**src/rtl/pid_sched_pkg.sv**
```systemverilog
// Shared types and helpers for the PID channel scheduler: FSM encoding,
// channel-index width and a find-next-enabled-channel priority search.
package pid_sched_pkg;

  typedef enum logic [2:0] {
    IDLE,
    LOAD,
    START,
    WAIT,
    STORE
  } sched_state_t;

  localparam int MAX_CH = 8;
  localparam int IDX_W  = 3;

  function automatic int ch_width(input int n);
    return (n > 1) ? $clog2(n) : 1;
  endfunction

  // Returns {found, index} of the lowest set bit of mask at or above from.
  function automatic logic [IDX_W:0] find_set(input logic [MAX_CH-1:0] mask, input int from);
    logic [IDX_W:0] hit;
    hit = '0;
    for (int i = MAX_CH - 1; i >= 0; i--) begin
      if (mask[i] && (i >= from)) hit = {1'b1, IDX_W'(i)};
    end
    return hit;
  endfunction

endpackage

```
**src/rtl/pid_channel_scheduler_if.sv**
```systemverilog
// Scheduler <-> shared PID datapath link: registered operands plus a start pulse out,
// completion pulse with result/state back; no backpressure, datapath answers when done.
interface pid_channel_scheduler_if #(
  parameter int NUM_CH = 4,
  parameter int DW     = 8,
  parameter int SW     = 16
) ();

  localparam int CH_W = pid_sched_pkg::ch_width(NUM_CH);

  logic            dp_start;
  logic [CH_W-1:0] dp_ch;
  logic [DW-1:0]   dp_setpoint;
  logic [DW-1:0]   dp_feedback;
  logic [SW-1:0]   dp_state_in;
  logic            dp_done;
  logic [DW-1:0]   dp_result;
  logic [SW-1:0]   dp_state_out;

  modport master (
    output dp_start, dp_ch, dp_setpoint, dp_feedback, dp_state_in,
    input  dp_done, dp_result, dp_state_out
  );

  modport slave (
    input  dp_start, dp_ch, dp_setpoint, dp_feedback, dp_state_in,
    output dp_done, dp_result, dp_state_out
  );

endinterface

```
**src/rtl/pid_sample_timer.sv**
```systemverilog
// Free-running 0..DIV-1 counter with a one-cycle tick on the last count;
// first tick DIV cycles after reset release, no backpressure.
module pid_sample_timer #(
  parameter int DIV = 1000
) (
  input  logic clk,
  input  logic rst,
  output logic tick
);

  localparam int CW = $clog2(DIV);

  logic [CW-1:0] cnt;

  always_ff @(posedge clk or posedge rst) begin
    if (rst) begin
      cnt <= '0;
    end else if (cnt == CW'(DIV - 1)) begin
      cnt <= '0;
    end else begin
      cnt <= cnt + 1'b1;
    end
  end

  assign tick = (cnt == CW'(DIV - 1));

endmodule

```
**src/rtl/pid_channel_scheduler.sv**
```systemverilog
// Sweeps enabled channels through one shared PID datapath each sample tick; 4 cycles
// plus datapath latency per channel; ticks arriving mid-sweep are dropped and flagged.
module pid_channel_scheduler
  import pid_sched_pkg::*;
#(
  parameter int NUM_CH     = 4,
  parameter int DW         = 8,
  parameter int SW         = 16,
  parameter int SAMPLE_DIV = 1000,
  parameter int TIMEOUT    = 255
) (
  input  logic                   clk,
  input  logic                   rst,
  input  logic [NUM_CH-1:0]      ch_en,
  input  logic [NUM_CH*DW-1:0]   setpoint_flat,
  input  logic [NUM_CH*DW-1:0]   feedback_flat,
  input  logic                   clr_err,
  pid_channel_scheduler_if.master dp,
  output logic [NUM_CH*DW-1:0]   control_flat,
  output logic [NUM_CH-1:0]      ctrl_valid,
  output logic                   busy,
  output logic                   overrun,
  output logic                   timeout_err
);

  localparam int CH_W = ch_width(NUM_CH);
  localparam int WC_W = $clog2(TIMEOUT + 1);

  sched_state_t     state;
  logic             tick;
  logic [NUM_CH-1:0] en_q;
  logic [CH_W-1:0]  cur;
  logic [WC_W-1:0]  wcnt;
  logic [DW-1:0]    res_q;
  logic [SW-1:0]    st_q;
  logic [SW-1:0]    state_mem [NUM_CH];
  logic [DW-1:0]    control   [NUM_CH];
  logic [IDX_W:0]   first_hit;
  logic [IDX_W:0]   next_hit;
  logic             overrun_hit;
  logic             timeout_hit;

  pid_sample_timer #(.DIV(SAMPLE_DIV)) u_timer (
    .clk  (clk),
    .rst  (rst),
    .tick (tick)
  );

  assign first_hit   = find_set(MAX_CH'(ch_en), 0);
  assign next_hit    = find_set(MAX_CH'(en_q), int'(cur) + 1);
  assign overrun_hit = tick && (state != IDLE);
  assign timeout_hit = (state == WAIT) && !dp.dp_done && (wcnt == WC_W'(TIMEOUT));
  assign busy        = (state != IDLE);

  for (genvar g = 0; g < NUM_CH; g++) begin : g_ctrl
    assign control_flat[g*DW +: DW] = control[g];
  end

  always_ff @(posedge clk or posedge rst) begin
    if (rst) begin
      state          <= IDLE;
      en_q           <= '0;
      cur            <= '0;
      wcnt           <= '0;
      res_q          <= '0;
      st_q           <= '0;
      dp.dp_start    <= 1'b0;
      dp.dp_ch       <= '0;
      dp.dp_setpoint <= '0;
      dp.dp_feedback <= '0;
      dp.dp_state_in <= '0;
      ctrl_valid     <= '0;
      overrun        <= 1'b0;
      timeout_err    <= 1'b0;
      for (int i = 0; i < NUM_CH; i++) begin
        state_mem[i] <= '0;
        control[i]   <= '0;
      end
    end else begin
      ctrl_valid  <= '0;
      dp.dp_start <= 1'b0;

      // A new error event in the same cycle as clr_err keeps the flag set.
      if (overrun_hit)  overrun <= 1'b1;
      else if (clr_err) overrun <= 1'b0;
      if (timeout_hit)  timeout_err <= 1'b1;
      else if (clr_err) timeout_err <= 1'b0;

      case (state)
        IDLE: begin
          if (tick) begin
            en_q <= ch_en;
            for (int i = 0; i < NUM_CH; i++) begin
              if (!ch_en[i]) state_mem[i] <= '0;
            end
            if (first_hit[IDX_W]) begin
              cur   <= CH_W'(first_hit[IDX_W-1:0]);
              state <= LOAD;
            end
          end
        end
        LOAD: begin
          dp.dp_ch       <= cur;
          dp.dp_setpoint <= setpoint_flat[int'(cur)*DW +: DW];
          dp.dp_feedback <= feedback_flat[int'(cur)*DW +: DW];
          dp.dp_state_in <= state_mem[cur];
          dp.dp_start    <= 1'b1;
          state          <= START;
        end
        START: begin
          wcnt  <= '0;
          state <= WAIT;
        end
        WAIT: begin
          if (dp.dp_done) begin
            res_q <= dp.dp_result;
            st_q  <= dp.dp_state_out;
            state <= STORE;
          end else if (wcnt == WC_W'(TIMEOUT)) begin
            // Abandon this channel without touching its control or state.
            if (next_hit[IDX_W]) begin
              cur   <= CH_W'(next_hit[IDX_W-1:0]);
              state <= LOAD;
            end else begin
              state <= IDLE;
            end
          end else begin
            wcnt <= wcnt + 1'b1;
          end
        end
        STORE: begin
          control[cur]    <= res_q;
          state_mem[cur]  <= st_q;
          ctrl_valid[cur] <= 1'b1;
          if (next_hit[IDX_W]) begin
            cur   <= CH_W'(next_hit[IDX_W-1:0]);
            state <= LOAD;
          end else begin
            state <= IDLE;
          end
        end
        default: state <= IDLE;
      endcase
    end
  end

endmodule

```
**src/flat_wrapper.sv**
```systemverilog
// flat-port wrapper written by rule: the top's interface ports become plain ports
module pid_channel_scheduler_flat import pid_sched_pkg::*;
#(
  parameter int NUM_CH     = 4,
  parameter int DW         = 8,
  parameter int SW         = 16,
  parameter int SAMPLE_DIV = 1000,
  parameter int TIMEOUT    = 255
)
  (clk, rst, ch_en, setpoint_flat, feedback_flat, clr_err, control_flat, ctrl_valid, busy, overrun, timeout_err, dp_dp_start, dp_dp_ch, dp_dp_setpoint, dp_dp_feedback, dp_dp_state_in, dp_dp_done, dp_dp_result, dp_dp_state_out);
  pid_channel_scheduler_if #(.NUM_CH(NUM_CH), .DW(DW), .SW(SW)) dp_i ();
  input  logic clk;
  input  logic rst;
  input  logic [NUM_CH-1:0] ch_en;
  input  logic [NUM_CH*DW-1:0] setpoint_flat;
  input  logic [NUM_CH*DW-1:0] feedback_flat;
  input  logic clr_err;
  output logic [NUM_CH*DW-1:0] control_flat;
  output logic [NUM_CH-1:0] ctrl_valid;
  output logic busy;
  output logic overrun;
  output logic timeout_err;
  output wire logic [$bits(dp_i.dp_start)-1:0] dp_dp_start;
  output wire logic [$bits(dp_i.dp_ch)-1:0] dp_dp_ch;
  output wire logic [$bits(dp_i.dp_setpoint)-1:0] dp_dp_setpoint;
  output wire logic [$bits(dp_i.dp_feedback)-1:0] dp_dp_feedback;
  output wire logic [$bits(dp_i.dp_state_in)-1:0] dp_dp_state_in;
  input wire logic [$bits(dp_i.dp_done)-1:0] dp_dp_done;
  input wire logic [$bits(dp_i.dp_result)-1:0] dp_dp_result;
  input wire logic [$bits(dp_i.dp_state_out)-1:0] dp_dp_state_out;
  assign dp_dp_start = dp_i.dp_start;
  assign dp_dp_ch = dp_i.dp_ch;
  assign dp_dp_setpoint = dp_i.dp_setpoint;
  assign dp_dp_feedback = dp_i.dp_feedback;
  assign dp_dp_state_in = dp_i.dp_state_in;
  assign dp_i.dp_done = dp_dp_done;
  assign dp_i.dp_result = dp_dp_result;
  assign dp_i.dp_state_out = dp_dp_state_out;
  pid_channel_scheduler #(.NUM_CH(NUM_CH), .DW(DW), .SW(SW), .SAMPLE_DIV(SAMPLE_DIV), .TIMEOUT(TIMEOUT)) u_core (.clk(clk), .rst(rst), .ch_en(ch_en), .setpoint_flat(setpoint_flat), .feedback_flat(feedback_flat), .clr_err(clr_err), .dp(dp_i), .control_flat(control_flat), .ctrl_valid(ctrl_valid), .busy(busy), .overrun(overrun), .timeout_err(timeout_err));
endmodule
```
**config.mk**
```make
export PLATFORM = sky130hd
export DESIGN_NAME = pid_channel_scheduler_flat
export DESIGN_NICKNAME = d
export VERILOG_FILES = /design/src/rtl/pid_sched_pkg.sv /design/src/rtl/pid_channel_scheduler_if.sv /design/src/rtl/pid_sample_timer.sv /design/src/rtl/pid_channel_scheduler.sv /design/src/flat_wrapper.sv
export SDC_FILE = /design/constraint.sdc
export NUM_CORES = 1
export LEC_CHECK = 0
export ABC_AREA = 0
export CAP_MARGIN = 20
export CORE_MARGIN = 4
export CORE_UTILIZATION = 35
export CTS_BUF_LIST = sky130_fd_sc_hd__clkbuf_4
export DETAILED_ROUTE_END_ITERATION = 8
export HOLD_SLACK_MARGIN = 0.03
export PLACE_DENSITY_LB_ADDON = 0.08
export SETUP_SLACK_MARGIN = 0.2
export SLEW_MARGIN = 20
export SYNTH_ARGS = -nofsm -noshare
export SYNTH_HDL_FRONTEND = slang
export SYNTH_HIERARCHICAL = 1
export SYNTH_SLANG_ARGS = --single-unit
```
**constraint.sdc**
```tcl
create_clock -name clk -period 11.92 [get_ports clk]
set_input_delay 1.192 -clock clk [delete_from_list [all_inputs] [get_ports clk]]
set_output_delay 1.192 -clock clk [all_outputs]
set_load 0.01 [all_outputs]
```
After elaboration in Yosys (flattened, before gate mapping). Index checks and enable logic that the tools add are counted.

Bits of input ports: 96. RAM bits: 0. Bits in latches: 0. Memories: 0. Bits in registers: 188. Bits in read-only memories: 0.

$add $sub $neg: 3. Muxes and demuxes: 46. Shift-type cells: 2. $mul: 0. Magnitude comparators: 8. Div/mod/pow operators: 0. Bitwise gates (word level): 1. Eq/ne operators: 16. Reduce and logical (&&, ||, !) cells: 26.

Operators with widths (number): $pmux 64 s2 (1); $mux 16 (7); $bwmux 64 (1); $ge 3x32->1 const A (2); $mux 64 (1); $shiftx 32x6->8 (2); $mux 4 (9); $bmux 16 s2 (1); $bwmux 32 (1); $demux 16 s2 (1); $ge 1x32->1 const A (1); $ge 2x32->1 const A (1); $mux 8 (3); $reduce_and 3->1 (6); $demux 8 s2 (1); $pmux 8 s2 (1); $pmux 3 s5 (1); $ne 2x2->1 const B (7); $mux 3 (4); $add 10x1->10 const B (1); $eq 10x10->1 const B (1); $mux 10 (1); $mux 2 (5); $logic_and 1x1->1 (9); 22 further kinds (34).

Longest topological paths before layout.
Depth in word-level cells: 11. Mapped depth: 10. Depth with buffers taken out: 8.

Hierarchy. The synthesis kept the hierarchy.

By module, submodules not included: pid_channel_scheduler (sequential area each 4429.2 um^2, area each 7594.8 um^2, cells an instance 504, instances 1); pid_sample_timer (sequential area each 250.2 um^2, area each 488.0 um^2, cells an instance 47, instances 1).

Worst setup path before layout. No wires, ideal clock.

Path kind: input to register. Start: input port ch_en[0]. End: register u_core.cur[0]. Required time: 11795 ps. Data arrival time: 2358 ps. Cell stages on the path: 5. Setup slack: 9438 ps. Cell sequence: or4_1 > nand3_1 > a32oi_1 > o21ai_1 > mux2_2.

Longest elaborated chain between the ends: 4.

Ends and longest elaborated chain: from (decl) (line flat_wrapper.sv:14) `input logic [NUM_CH-1:0] ch_en;`; $mux 4 (*) (line pid_sched_pkg.sv:25) `if (mask[i] && (i >= from)) hit = {1'b1, IDX_W'(i)};`; $mux 2 (line pid_channel_scheduler.sv:96) `if (first_hit[IDX_W]) begin`; $mux 2 (line pid_channel_scheduler.sv:91) `if (tick) begin`; $pmux 2 s3 (line pid_channel_scheduler.sv:89) `case (state)`; to (signal assigned) (line pid_channel_scheduler.sv:97) `cur <= CH_W'(first_hit[IDX_W-1:0]);`; to (signal assigned) (line pid_channel_scheduler.sv:122) `cur <= CH_W'(next_hit[IDX_W-1:0]);`; to (signal assigned) (line pid_channel_scheduler.sv:136) `cur <= CH_W'(next_hit[IDX_W-1:0]);`; to (decl) (line pid_channel_scheduler.sv:32) `logic [CH_W-1:0] cur;`.

Mark *: on every way between the ends. The rest lies on a longest branch, timed or not. The select of a mux whose other input is x is not followed. A chain may end at the register's enable or synchronous reset.

Worst setup path in the final report.
Start: register u_core.state[0]. End: output port busy.

Longest elaborated chain between the ends: 1.

Ends and longest elaborated chain: from (decl) (line pid_channel_scheduler.sv:29) `sched_state_t state;`; from (signal assigned) (line pid_channel_scheduler.sv:61) `state <= IDLE;`; from (signal assigned) (line pid_channel_scheduler.sv:98) `state <= LOAD;`; from (signal assigned) (line pid_channel_scheduler.sv:108) `state <= START;`; $reduce_bool 3->1 (line pid_channel_scheduler.sv:53) `assign busy = (state != IDLE);`; to (decl) (line flat_wrapper.sv:20) `output logic busy;`.

Every way passes these cells.

==> results.json <==
{
  "htree_levels": 4,
  "holdWs_ns": 0.455,
  "ys_types": 52,
  "die_h_um": 160,
  "synth_most_common_cell": "dfrtp_1",
  "syn_area_um2": 8080,
  "post_cts_buffers": 0,
  "grt_pass1_vias": 5733,
  "fillers": 2019,
  "rows": 55,
  "areaGrowthSynthToFinish_pct": 27.2,
  "drive_above_1_share_pct": 23.7,
  "via_per_inst": 5.27,
  "overflow": 0,
  "placed_cells_incl_taps": 980,
  "dpl_cell_area_um2": 10000,
  "insertion_delay_ns": 0.56,
  "final_cell_area_um2": 10300,
  "gp_congestion": 0.821,
  "drc_errors": 0,
  "fp.dieW_um": 160,
  "ff2ff_setup_slack_ns": 9.03,
  "maxCapViolCount": 0,
  "stdcell_count": 1013,
  "die_area_um2": 25600,
  "clockRootBuffer": "clkbuf_4",
  "peakVddDrop_uv": 76.4,
  "synth.area.top_cells": "dfrtp_1 (58%), mux2_2 (12%), mux4_2 (8.9%)",
  "clk_path_buf_depth": 2,
  "hp-class": "reg2reg",
  "drt_iter0_markers": 340,
  "yosys.area.top_type": "dfrtp_1",
  "wire_per_inst_um": 20.2,
  "clock_sinks": 187,
  "grt_max_degree": 115,
  "ys_seq_area_share_pct": 57.9,
  "worst_slew_margin_rel_pct": 25.0,
  "final-max-slew-violation-count": 0,
  "yosysWarnings": 6,
  "clk_pin_slew_ns": 0.14,
  "cts_tree": "built",
  "hold_violations": 0,
  "worst_setup_path_end_kind": "output port",
  "p_per_area_nw_per_um2": 201,
  "synthFlopType": "dfrtp_1",
  "yosysTopAreaCellShare_pct": 57.9,
  "io_pins": 170,
  "fin_tns_setup_ns": 0,
  "vias": 5336,
  "criticalPathCategory": "reg2out",
  "portBuffers": 169,
  "start_kind": "flip-flop",
  "p_leak_nw": 4.46,
  "dp.final_hpwl_mm": 12.9,
  "netlist_instances": 551,
  "setup_violations": 0,
  "grt_pass1_wl_mm": 32.7,
  "fmax_mhz": 291,
  "synth_edf_count": 0,
  "critical-path-slowest-cell": "dfrtp_1",
  "finClkSkew_ns": 0.0189,
  "synth_seq_cells": 187,
  "track_usage_pct": 16.1,
  "crit_required_ns": 10.73,
  "crit_fanout": 12,
  "p_total_mw": 2.07,
  "mappedNetlistNets": 649,
  "ctsHoldBuffers": 0,
  "fin_crit_sh_pct": 28.8,
  "cp.arrival_ns": 2.24,
  "rsz0062_at_grt": "false",
  "wirelength_mm": 20.5,
  "core_area_um2": 22700,
  "cp_cell_sequence": "or3_1 > clkdlybuf4s50_1",
  "synth_common_cells": "dfrtp_1 (187), mux2_2 (88), a22o_1 (65), mux4_2 (32), nor2_1 (24)",
  "post_cts_resized": 0,
  "antenna_left": 0,
  "period_minus_slack_ns": 3.44,
  "status": "finished, final reports clean",
  "start_util_pct": 35.6,
  "grt_antenna_before_repair": 1,
  "final_nets": 812,
  "cts_buffers": 17,
  "asyncSetResetFlopFracSynth_pct": 100,
  "dr.pass1.iters": 4,
  "worstMarginPinSlew_ns": 1.12,
  "syn_area_per_cell_um2": 14.7,
  "max_stage_delay_ns": 0.58
}
final timing paths:
| kind | startpoint | end | cells past startpoint |
|---|---|---|---|
| setup / recovery | u_core/state[0]$_DFFE_PP0P_ | busy | 2 |
| hold / removal | u_core/u_timer/cnt[9]$_DFF_PP0_ | u_core/u_timer/cnt[9]$_DFF_PP0_ | 1 |
| setup reg to reg | u_core/u_timer/cnt[0]$_DFF_PP0_ | u_core/state_mem[4]$_DFFE_PP0P_ | 8 |
| hold reg to reg | u_core/u_timer/cnt[9]$_DFF_PP0_ | u_core/u_timer/cnt[9]$_DFF_PP0_ | 1 |
| max in group asynchronous | rst | u_core/cur[0]$_DFFE_PP0P_ | 3 |
| min in group asynchronous | rst | u_core/u_timer/cnt[7]$_DFF_PP0_ | 2 |
state kept, by name, summed over array words and instances, names as in the netlist, 2 cells and up:
| name | cells |
|---|---|
| u_core/state | 3 |
| u_core/dp.dp_ch | 2 |
| u_core/en_q | 3 |
| u_core/control_flat | 32 |
| u_core/dp.dp_feedback | 8 |
| u_core/res_q | 8 |
| u_core/dp.dp_setpoint | 8 |
| u_core/st_q | 16 |
| u_core/cur | 2 |
| u_core/u_timer/cnt | 10 |
| u_core/state_mem | 64 |
| u_core/dp.dp_state_in | 16 |
| u_core/wcnt | 8 |
| u_core/ctrl_valid | 4 |
layer usage:
metal	global-route usage, %	share of wire [%]
met2	26.1	48
met1	21.5	45
met4	4.11	0.88
met3	4.49	7.0
met5	0	0
where the power goes:
part	total (mW)	internal, mW	switching [mW]
Combinational	0.741	0.453	0.288
Clock	0.323	0.112	0.211
Sequential	1.01	0.822	0.183
layout make-up:
| type | instances | area (µm²) | area share (%) |
|---|---|---|---|
| flip-flops and latches | 187 | 4680 | 45.5 |
| clock buffers | 21 | 158 | 1.53 |
| multi-input cells | 320 | 3190 | 31.0 |
| diodes | 2 | 5.00 | 0.0487 |
| well taps | 285 | 357 | 3.47 |
| repair buffers | 177 | 1750 | 17.0 |
| clock inverters | 10 | 95.1 | 0.925 |
| inverters | 11 | 48.8 | 0.475 |
cells in the final DEF, fill, tap and decap left out, types with 2 or more instances in the layout:
| cell type | n |
|---|---|
| nor2b_1 | 2 |
| or3_1 | 2 |
| mux4_2 | 32 |
| dfrtp_2 | 2 |
| o22ai_1 | 4 |
| clkinvlp_4 | 4 |
| clkdlybuf4s50_1 | 169 |
| mux2_1 | 6 |
| nand2_1 | 16 |
| dfrtp_1 | 185 |
| nand3_1 | 11 |
| and3_1 | 3 |
| mux2_2 | 88 |
| xnor2_1 | 3 |
| a2bb2oi_1 | 2 |
| inv_6 | 2 |
| a21oi_1 | 6 |
| inv_1 | 9 |
| xor2_1 | 7 |
| nor3_4 | 2 |
| buf_4 | 8 |
| a22o_1 | 65 |
| ha_1 | 2 |
| nand2b_1 | 6 |
| clkbuf_4 | 21 |
| diode_2 | 2 |
| o22ai_2 | 2 |
| nor4_4 | 2 |
| nor2_1 | 24 |
| o21ai_0 | 10 |
kinds of logic after synthesis:
kind of cell | count (synthesis) | share of synthesized area [%]
DFF | 187 | 57.9
muxes | 126 | 22.0
AOI/OAI and AO/OA | 100 | 9.94
and+or+nand+nor | 82 | 5.88
buffers and inverters | 44 | 2.88
xor gates and xnor gates | 10 | 1.08
adders and majority gates | 2 | 0.310
critical path, delay by kind of cell, from the launching register on:
kind / cells / cell delay, ns
buf+inv: 1 / 0.55
flops: 1 / 0.58
simple gates: 1 / 0.57
per-stage QoR:
stage	setup slack [ns]	utilization, %
floorplan	5.93	-
global placement	8.55	44.1
detailed placement	8.48	44.1
CTS	8.43	45.2
global route	8.33	45.3
finish	8.48	45.3
Power figures use the tool's default switching activity.
